--- config.mk ---
export PLATFORM = sky130hd
export DESIGN_NAME = idb_weight_sequencer
export DESIGN_NICKNAME = d
export VERILOG_FILES = /design/src/rtl/idb_weight_sequencer.sv
export SDC_FILE = /design/constraint.sdc
export NUM_CORES = 1
export LEC_CHECK = 0
export ABC_AREA = 1
export ABC_CLOCK_PERIOD_IN_PS = 2000
export BUFFER_PORTS_ARGS = -buffer_cell sky130_fd_sc_hd__buf_2
export CORE_ASPECT_RATIO = 0.9
export CORE_MARGIN = 2
export CORE_UTILIZATION = 50
export CTS_CLUSTER_DIAMETER = 100
export CTS_CLUSTER_SIZE = 10
export DETAILED_ROUTE_END_ITERATION = 10
export PLACE_DENSITY_LB_ADDON = 0.25
export SLEW_MARGIN = 10
export SYNTH_ARGS = -nofsm -noshare
export SYNTH_HDL_FRONTEND = slang
export SYNTH_SLANG_ARGS = --single-unit
--- constraint.sdc ---
create_clock -name clk -period 2 [get_ports clk]
set_clock_uncertainty 0.05 [all_clocks]
set_input_delay 0.2 -clock clk [delete_from_list [all_inputs] [get_ports clk]]
set_output_delay 0.2 -clock clk [all_outputs]
set_load 0.01 [all_outputs]
--- src/rtl/idb_weight_sequencer.sv ---
// idb_weight_sequencer
// Front-end controller for one identity bottleneck block. A single serial
// weight stream is steered to the conv1, conv2 and conv3 weight ports in
// that order. The pixel gate is then opened for exactly one feature map,
// and completion is reported with a one-cycle done pulse.
//
// Optional build macro: IDB_SEQ_ERR_CHECK_EN
//   defined   : err is a sticky flag. It is set by a weight offered while
//               weights are not being accepted outside IDLE, or by start
//               while busy.
//   undefined : err is tied low and no checking logic is built.
// The data path behaves the same way in both builds.

module idb_weight_sequencer #(
  parameter int DATA_WIDTH   = 32,
  parameter int IMAGE_WIDTH  = 128,
  parameter int IMAGE_HEIGHT = 128,
  parameter int CH_IN        = 256,
  parameter int W1_NUM       = 16384,
  parameter int W2_NUM       = 36864,
  parameter int W3_NUM       = 16384,
  parameter int PXL_NUM      = IMAGE_WIDTH * IMAGE_HEIGHT * CH_IN
) (
  input  logic                  clk,
  input  logic                  reset,
  input  logic                  start,
  input  logic                  valid_weight_in,
  input  logic [DATA_WIDTH-1:0] weight_in,
  output logic                  weight_ready,
  input  logic                  valid_in,
  input  logic [DATA_WIDTH-1:0] pxl_in,
  output logic                  valid_weight_out1,
  output logic [DATA_WIDTH-1:0] weight_out1,
  output logic                  valid_weight_out2,
  output logic [DATA_WIDTH-1:0] weight_out2,
  output logic                  valid_weight_out3,
  output logic [DATA_WIDTH-1:0] weight_out3,
  output logic                  valid_out,
  output logic [DATA_WIDTH-1:0] pxl_out,
  output logic                  busy,
  output logic                  done,
  output logic                  err
);

  // One counter serves every phase. It is sized for the largest terminal
  // count, so a single width is enough. Because the counter clears on its
  // terminal count, it never wraps.
  localparam int MAX_W12 = (W1_NUM > W2_NUM) ? W1_NUM : W2_NUM;
  localparam int MAX_W   = (MAX_W12 > W3_NUM) ? MAX_W12 : W3_NUM;
  localparam int MAX_NUM = (MAX_W > PXL_NUM) ? MAX_W : PXL_NUM;
  localparam int CNT_W   = $clog2(MAX_NUM + 1);

  // Terminal counts are compared as "last index" values. This keeps the
  // compare at the counter width.
  localparam logic [CNT_W-1:0] W1_LAST  = CNT_W'(W1_NUM - 1);
  localparam logic [CNT_W-1:0] W2_LAST  = CNT_W'(W2_NUM - 1);
  localparam logic [CNT_W-1:0] W3_LAST  = CNT_W'(W3_NUM - 1);
  localparam logic [CNT_W-1:0] PXL_LAST = CNT_W'(PXL_NUM - 1);
  localparam logic [CNT_W-1:0] CNT_ONE  = CNT_W'(1);

  typedef enum logic [2:0] {
    S_IDLE  = 3'd0,
    S_LOAD1 = 3'd1,
    S_LOAD2 = 3'd2,
    S_LOAD3 = 3'd3,
    S_RUN   = 3'd4,
    S_DONE  = 3'd5
  } state_t;

  state_t                state_q, state_d;
  logic [CNT_W-1:0]      cnt_q, cnt_d;

  logic                  vw1_q, vw1_d;
  logic                  vw2_q, vw2_d;
  logic                  vw3_q, vw3_d;
  logic [DATA_WIDTH-1:0] w1_q, w1_d;
  logic [DATA_WIDTH-1:0] w2_q, w2_d;
  logic [DATA_WIDTH-1:0] w3_q, w3_d;
  logic                  vo_q, vo_d;
  logic [DATA_WIDTH-1:0] pxl_q, pxl_d;
  logic                  done_q, done_d;

  logic                  w_accept;

  // weight_ready is decoded straight from the state register. The DMA
  // therefore sees the handshake in the same cycle it offers a word.
  assign weight_ready = (state_q == S_LOAD1) || (state_q == S_LOAD2) ||
                        (state_q == S_LOAD3);
  assign w_accept     = weight_ready && valid_weight_in;
  assign busy         = (state_q != S_IDLE);

  assign valid_weight_out1 = vw1_q;
  assign valid_weight_out2 = vw2_q;
  assign valid_weight_out3 = vw3_q;
  assign weight_out1       = w1_q;
  assign weight_out2       = w2_q;
  assign weight_out3       = w3_q;
  assign valid_out         = vo_q;
  assign pxl_out           = pxl_q;
  assign done              = done_q;

  // Next-state, counter and registered-output decode for the sequencer
  always_comb begin
    state_d = state_q;
    cnt_d   = cnt_q;
    vw1_d   = 1'b0;
    vw2_d   = 1'b0;
    vw3_d   = 1'b0;
    w1_d    = w1_q;
    w2_d    = w2_q;
    w3_d    = w3_q;
    vo_d    = 1'b0;
    pxl_d   = pxl_q;
    done_d  = 1'b0;

    case (state_q)
      S_IDLE: begin
        if (start) begin
          state_d = S_LOAD1;
          cnt_d   = '0;
        end
      end

      S_LOAD1: begin
        if (w_accept) begin
          vw1_d = 1'b1;
          w1_d  = weight_in;
          if (cnt_q == W1_LAST) begin
            cnt_d   = '0;
            state_d = S_LOAD2;
          end else begin
            cnt_d = cnt_q + CNT_ONE;
          end
        end
      end

      S_LOAD2: begin
        if (w_accept) begin
          vw2_d = 1'b1;
          w2_d  = weight_in;
          if (cnt_q == W2_LAST) begin
            cnt_d   = '0;
            state_d = S_LOAD3;
          end else begin
            cnt_d = cnt_q + CNT_ONE;
          end
        end
      end

      S_LOAD3: begin
        if (w_accept) begin
          vw3_d = 1'b1;
          w3_d  = weight_in;
          if (cnt_q == W3_LAST) begin
            cnt_d   = '0;
            state_d = S_RUN;
          end else begin
            cnt_d = cnt_q + CNT_ONE;
          end
        end
      end

      S_RUN: begin
        if (valid_in) begin
          vo_d  = 1'b1;
          pxl_d = pxl_in;
          if (cnt_q == PXL_LAST) begin
            cnt_d   = '0;
            state_d = S_DONE;
          end else begin
            cnt_d = cnt_q + CNT_ONE;
          end
        end
      end

      // Pixels still arriving here belong past the frame and are dropped.
      S_DONE: begin
        done_d  = 1'b1;
        state_d = S_IDLE;
      end

      default: begin
        state_d = S_IDLE;
        cnt_d   = '0;
      end
    endcase
  end

  // State, counter and output registers. Reset clears everything, data
  // included, so outputs read as zero in the cycle after reset.
  always_ff @(posedge clk) begin
    if (reset) begin
      state_q <= S_IDLE;
      cnt_q   <= '0;
      vw1_q   <= 1'b0;
      vw2_q   <= 1'b0;
      vw3_q   <= 1'b0;
      w1_q    <= '0;
      w2_q    <= '0;
      w3_q    <= '0;
      vo_q    <= 1'b0;
      pxl_q   <= '0;
      done_q  <= 1'b0;
    end else begin
      state_q <= state_d;
      cnt_q   <= cnt_d;
      vw1_q   <= vw1_d;
      vw2_q   <= vw2_d;
      vw3_q   <= vw3_d;
      w1_q    <= w1_d;
      w2_q    <= w2_d;
      w3_q    <= w3_d;
      vo_q    <= vo_d;
      pxl_q   <= pxl_d;
      done_q  <= done_d;
    end
  end

`ifdef IDB_SEQ_ERR_CHECK_EN
  logic err_q, err_d;

  // Sticky protocol flag: a stray weight outside IDLE, or a restart while busy
  always_comb begin
    err_d = err_q;
    if (busy && ((valid_weight_in && !weight_ready) || start)) begin
      err_d = 1'b1;
    end
  end

  // err register; only reset clears it
  always_ff @(posedge clk) begin
    if (reset) begin
      err_q <= 1'b0;
    end else begin
      err_q <= err_d;
    end
  end

  assign err = err_q;
`else
  assign err = 1'b0;
`endif

endmodule

==> results by group <==
Synthesis
  • #FFs+latches synth: 159
  • Number of flops mapped to enable cells by yosys: 0
  • Seq/Total Area, Yosys: 0.5227
  • Yosys warns: 0
  • Async SR Flop Fraction: 0
  • Syn avg cell area: 7.463 µm²
  • Post-Synthesis Cell Area: 0.006090 mm²
  • Synth unique cells: 31
  • Top_reg_cell synth: dfxtp_1
  • Synth Instances: 816
  • Synth Net Count: 886

Clock network
  • TritonCTS Buffers: 17
  • CTS Buffer Depth: 2
  • H-tree depth: 4
  • Root buffer selected by CTS: clkbuf_16
  • CTS tree: done
  • Clock Pin Slew Worst Setup and Hold Paths: 0.07 ns
  • CTS Sinks: 159
  • Worst-Skew Late Latency: 0.41 ns

Route
  • Met1 WL: 7322 µm
  • # DRC: 0
  • Vias: 6090
  • Met2 wire length: 7958 µm
  • Drt first pass iters: 5
  • Starting DRT DRC Count: 334
  • Drt wl/cell: 13.95 µm
  • Total Wirelength: 16940 µm
  • Highest Signal Layer: met4
  • Met3 wire length: 1400 µm
  • Number of antenna-violating nets in the routed design: 0
  • Drt via density: 5.016

Timing
  • Tightest Pin Transition: 0.7940 ns
  • Min Clock Period, post-route: 1.790 ns
  • Setup repair after global routing missed its margin: false
  • Sum Neg Setup Slack: 0 ns
  • Fin. Hold Viols: 0
  • Final setup viols: 0
  • Max-slew headroom: 0.4706
  • Final max-slew violation count: 0
  • Max Clk Rate: 0.5587 GHz
  • Tcrit/Tclk final: 0.8949
  • Final setup margin: 0.2101 ns

Global route
  • Pin count of the biggest net entering global routing: 71
  • Vias in the first global route: 5623
  • Global route overflow: 0
  • First-pass GRT wire length: 26690 µm
  • Initial antenna violation count: 0
  • GRT Overall Usage: 0.2527

Floorplanning
  • Std cell rows: 38
  • IO Pins: 205
  • Die H: 108.7 µm
  • Die area: 0.01308 mm²
  • Die Wd: 120.3 µm
  • Initial Util: 0.5082
  • Core area: 0.01198 mm²

Power and ir drop
  • Total Power: 0.009219 W
  • Logic pwr share: 0.237
  • NetSw: 0.002865 W
  • Clock power share: 0.355
  • Power density over the cells: 1120 mW/mm²
  • Leak pwr: 3.844 nW
  • Sw Share: 0.3108
  • P_int: 0.006353 W
  • Seq pwr share: 0.408
  • Worst IR Drop VDD: 0.0007057 V

Placed design
  • Inst Count DP: 1148
  • Final HPWL DP: 10940 µm
  • Port-buffer cells: 203
  • GP Congestion: 0.8175
  • Dpl ws: 0.1282 ns

Finish
  • Post-Layout Cell Count: 1214
  • Reg area: 0.003183 mm²
  • # diodes: 0
  • Area taken by multi-input logic gates: 0.002587 mm²
  • Final #Nets: 1113
  • FILL cells: 1021
  • Layout cell share with drive strength beyond 1: 0.2600
  • P&R area growth vs syn: 35.13%

Min path
  • Min-delay worst type: in -> reg
  • WHS Path Cells: 3

Worst setup path
  • Crit path max fanout: 22
  • Worst Setup Start Kind: register
  • CP Capture Type: register
  • Critical path arrival: 2.05 ns
  • WS Path Type: reg -> reg
  • Reg2Reg Depth: 9
  • Worst endpoint required time: 2.26 ns

Flow run
  • Max_cap viols: 0

Outcome
  • Status: completed
[critical path: stages, from the launching register on]
cell and delay (ns):
dfxtp_1 0.36, ha_1 0.18, nand3_1 0.10, inv_1 0.12, nand3_1 0.10, o21ai_1 0.22
nand4_1 0.16, nand2_1 0.14, buf_12 0.17, nor2_1 0.06
[metrics by stage]
step	hold WS, ns	utilization	instance area, µm²
after floorplan	0.2849	-	6090
after global placement	0.3952	0.6079	7283
after detailed placement	0.3995	0.6079	7283
after CTS	0.00004272	0.6847	8204
after global routing	0.0004958	0.6868	8229
final	0.005386	0.6868	8229
[logic make-up after synthesis]
family	count (synthesis)	synth area share
AOI/OAI and AO/OA	143	0.1181
xor gates and xnor gates	11	0.01582
adders and majority gates	1	0.002054
buffers and inverters	84	0.05506
DFF	159	0.5227
other	1	0.0006158
and+or+nand+nor	417	0.2856
[final cells by class]
cell class              instances  area share
inverters                      33     0.01505
repair buffers                259      0.1876
multi-input cells             573      0.3144
well taps                     160     0.02433
flip-flops and latches        159      0.3868
clock inverters                12     0.01961
clock buffers                  18     0.05215
[layer usage]
metal,GRT usage,up-vias
li1,-,3083
met1,0.3143,2766
met2,0.4205,221
met3,0.08316,20
met4,0.07724,0
met5,0,-
[cell usage in the layout (no fill, tap or decap), types with 2 or more instances in the layout]
master           n
a21oi_1         73
buf_12           2
buf_2          203
buf_4           21
bufinv_16        3
clkbuf_16       17
clkinv_4         2
clkinvlp_4       3
dfxtp_1        159
dlygate4sd3_1   33
inv_1           30
inv_2            3
inv_6            3
nand2_1        130
nand2_2          4
nand3_1         80
nand3b_1         2
nand4_1          2
nor2_1         179
nor2_2           7
nor3_1           4
o21ai_0         66
o21ai_1          2
or2_0            2
or2_1            2
xnor2_1          3
xor2_1           8
[Yosys cell counts, types with 4 or more instances]
cell / n / area, µm²
a21oi_1: 73 / 365.4
clkbuf_1: 44 / 165.2
dfxtp_1: 159 / 3183
inv_1: 30 / 112.6
nand2_1: 130 / 488.0
nand2_2: 4 / 25.02
nand3_1: 80 / 400.4
nor2_1: 183 / 686.9
nor3_1: 4 / 20.02
o21ai_0: 67 / 335.3
xor2_1: 8 / 70.07
[power groups by stage]
stage | Sequential [W] | Clock, W | Combinational [W]
after floorplan | 0.00398 | 0 | 0.00105
final | 0.00376 | 0.00327 | 0.00219
after detailed placement | 0.00382 | 0 | 0.00206
after global placement | 0.00382 | 0 | 0.00204
after CTS | 0.00376 | 0.00329 | 0.00213
after global routing | 0.00381 | 0.00345 | 0.00242
[registers in the layout, indices dropped and copies added, names as in the netlist]
| name | flops |
|---|---|
| state_q | 3 |
| done | 1 |
| valid_weight_out3 | 1 |
| weight_out3 | 32 |
| valid_weight_out2 | 1 |
| valid_weight_out1 | 1 |
| valid_out | 1 |
| weight_out2 | 32 |
| cnt_q | 23 |
| pxl_out | 32 |
| weight_out1 | 32 |
[repair_timing]
action	in CTS	in global routing
gates resized for setup	0	2
endpoints found under the hold margin	41	0
hold buffers	33	0
setup endpoints to repair	0	22
buffers inserted	0	3
[final timing paths]
kind,slack [ns],from,to
hold / removal,0.005,weight_in[9],weight_out1[9]
setup reg to reg,0.21,cnt_q[0],cnt_q[11]
setup / recovery,0.21,cnt_q[0],cnt_q[11]
hold reg to reg,0.41,pxl_out[29],pxl_out[29]
Note: power is estimated with default switching activity, not from simulation.
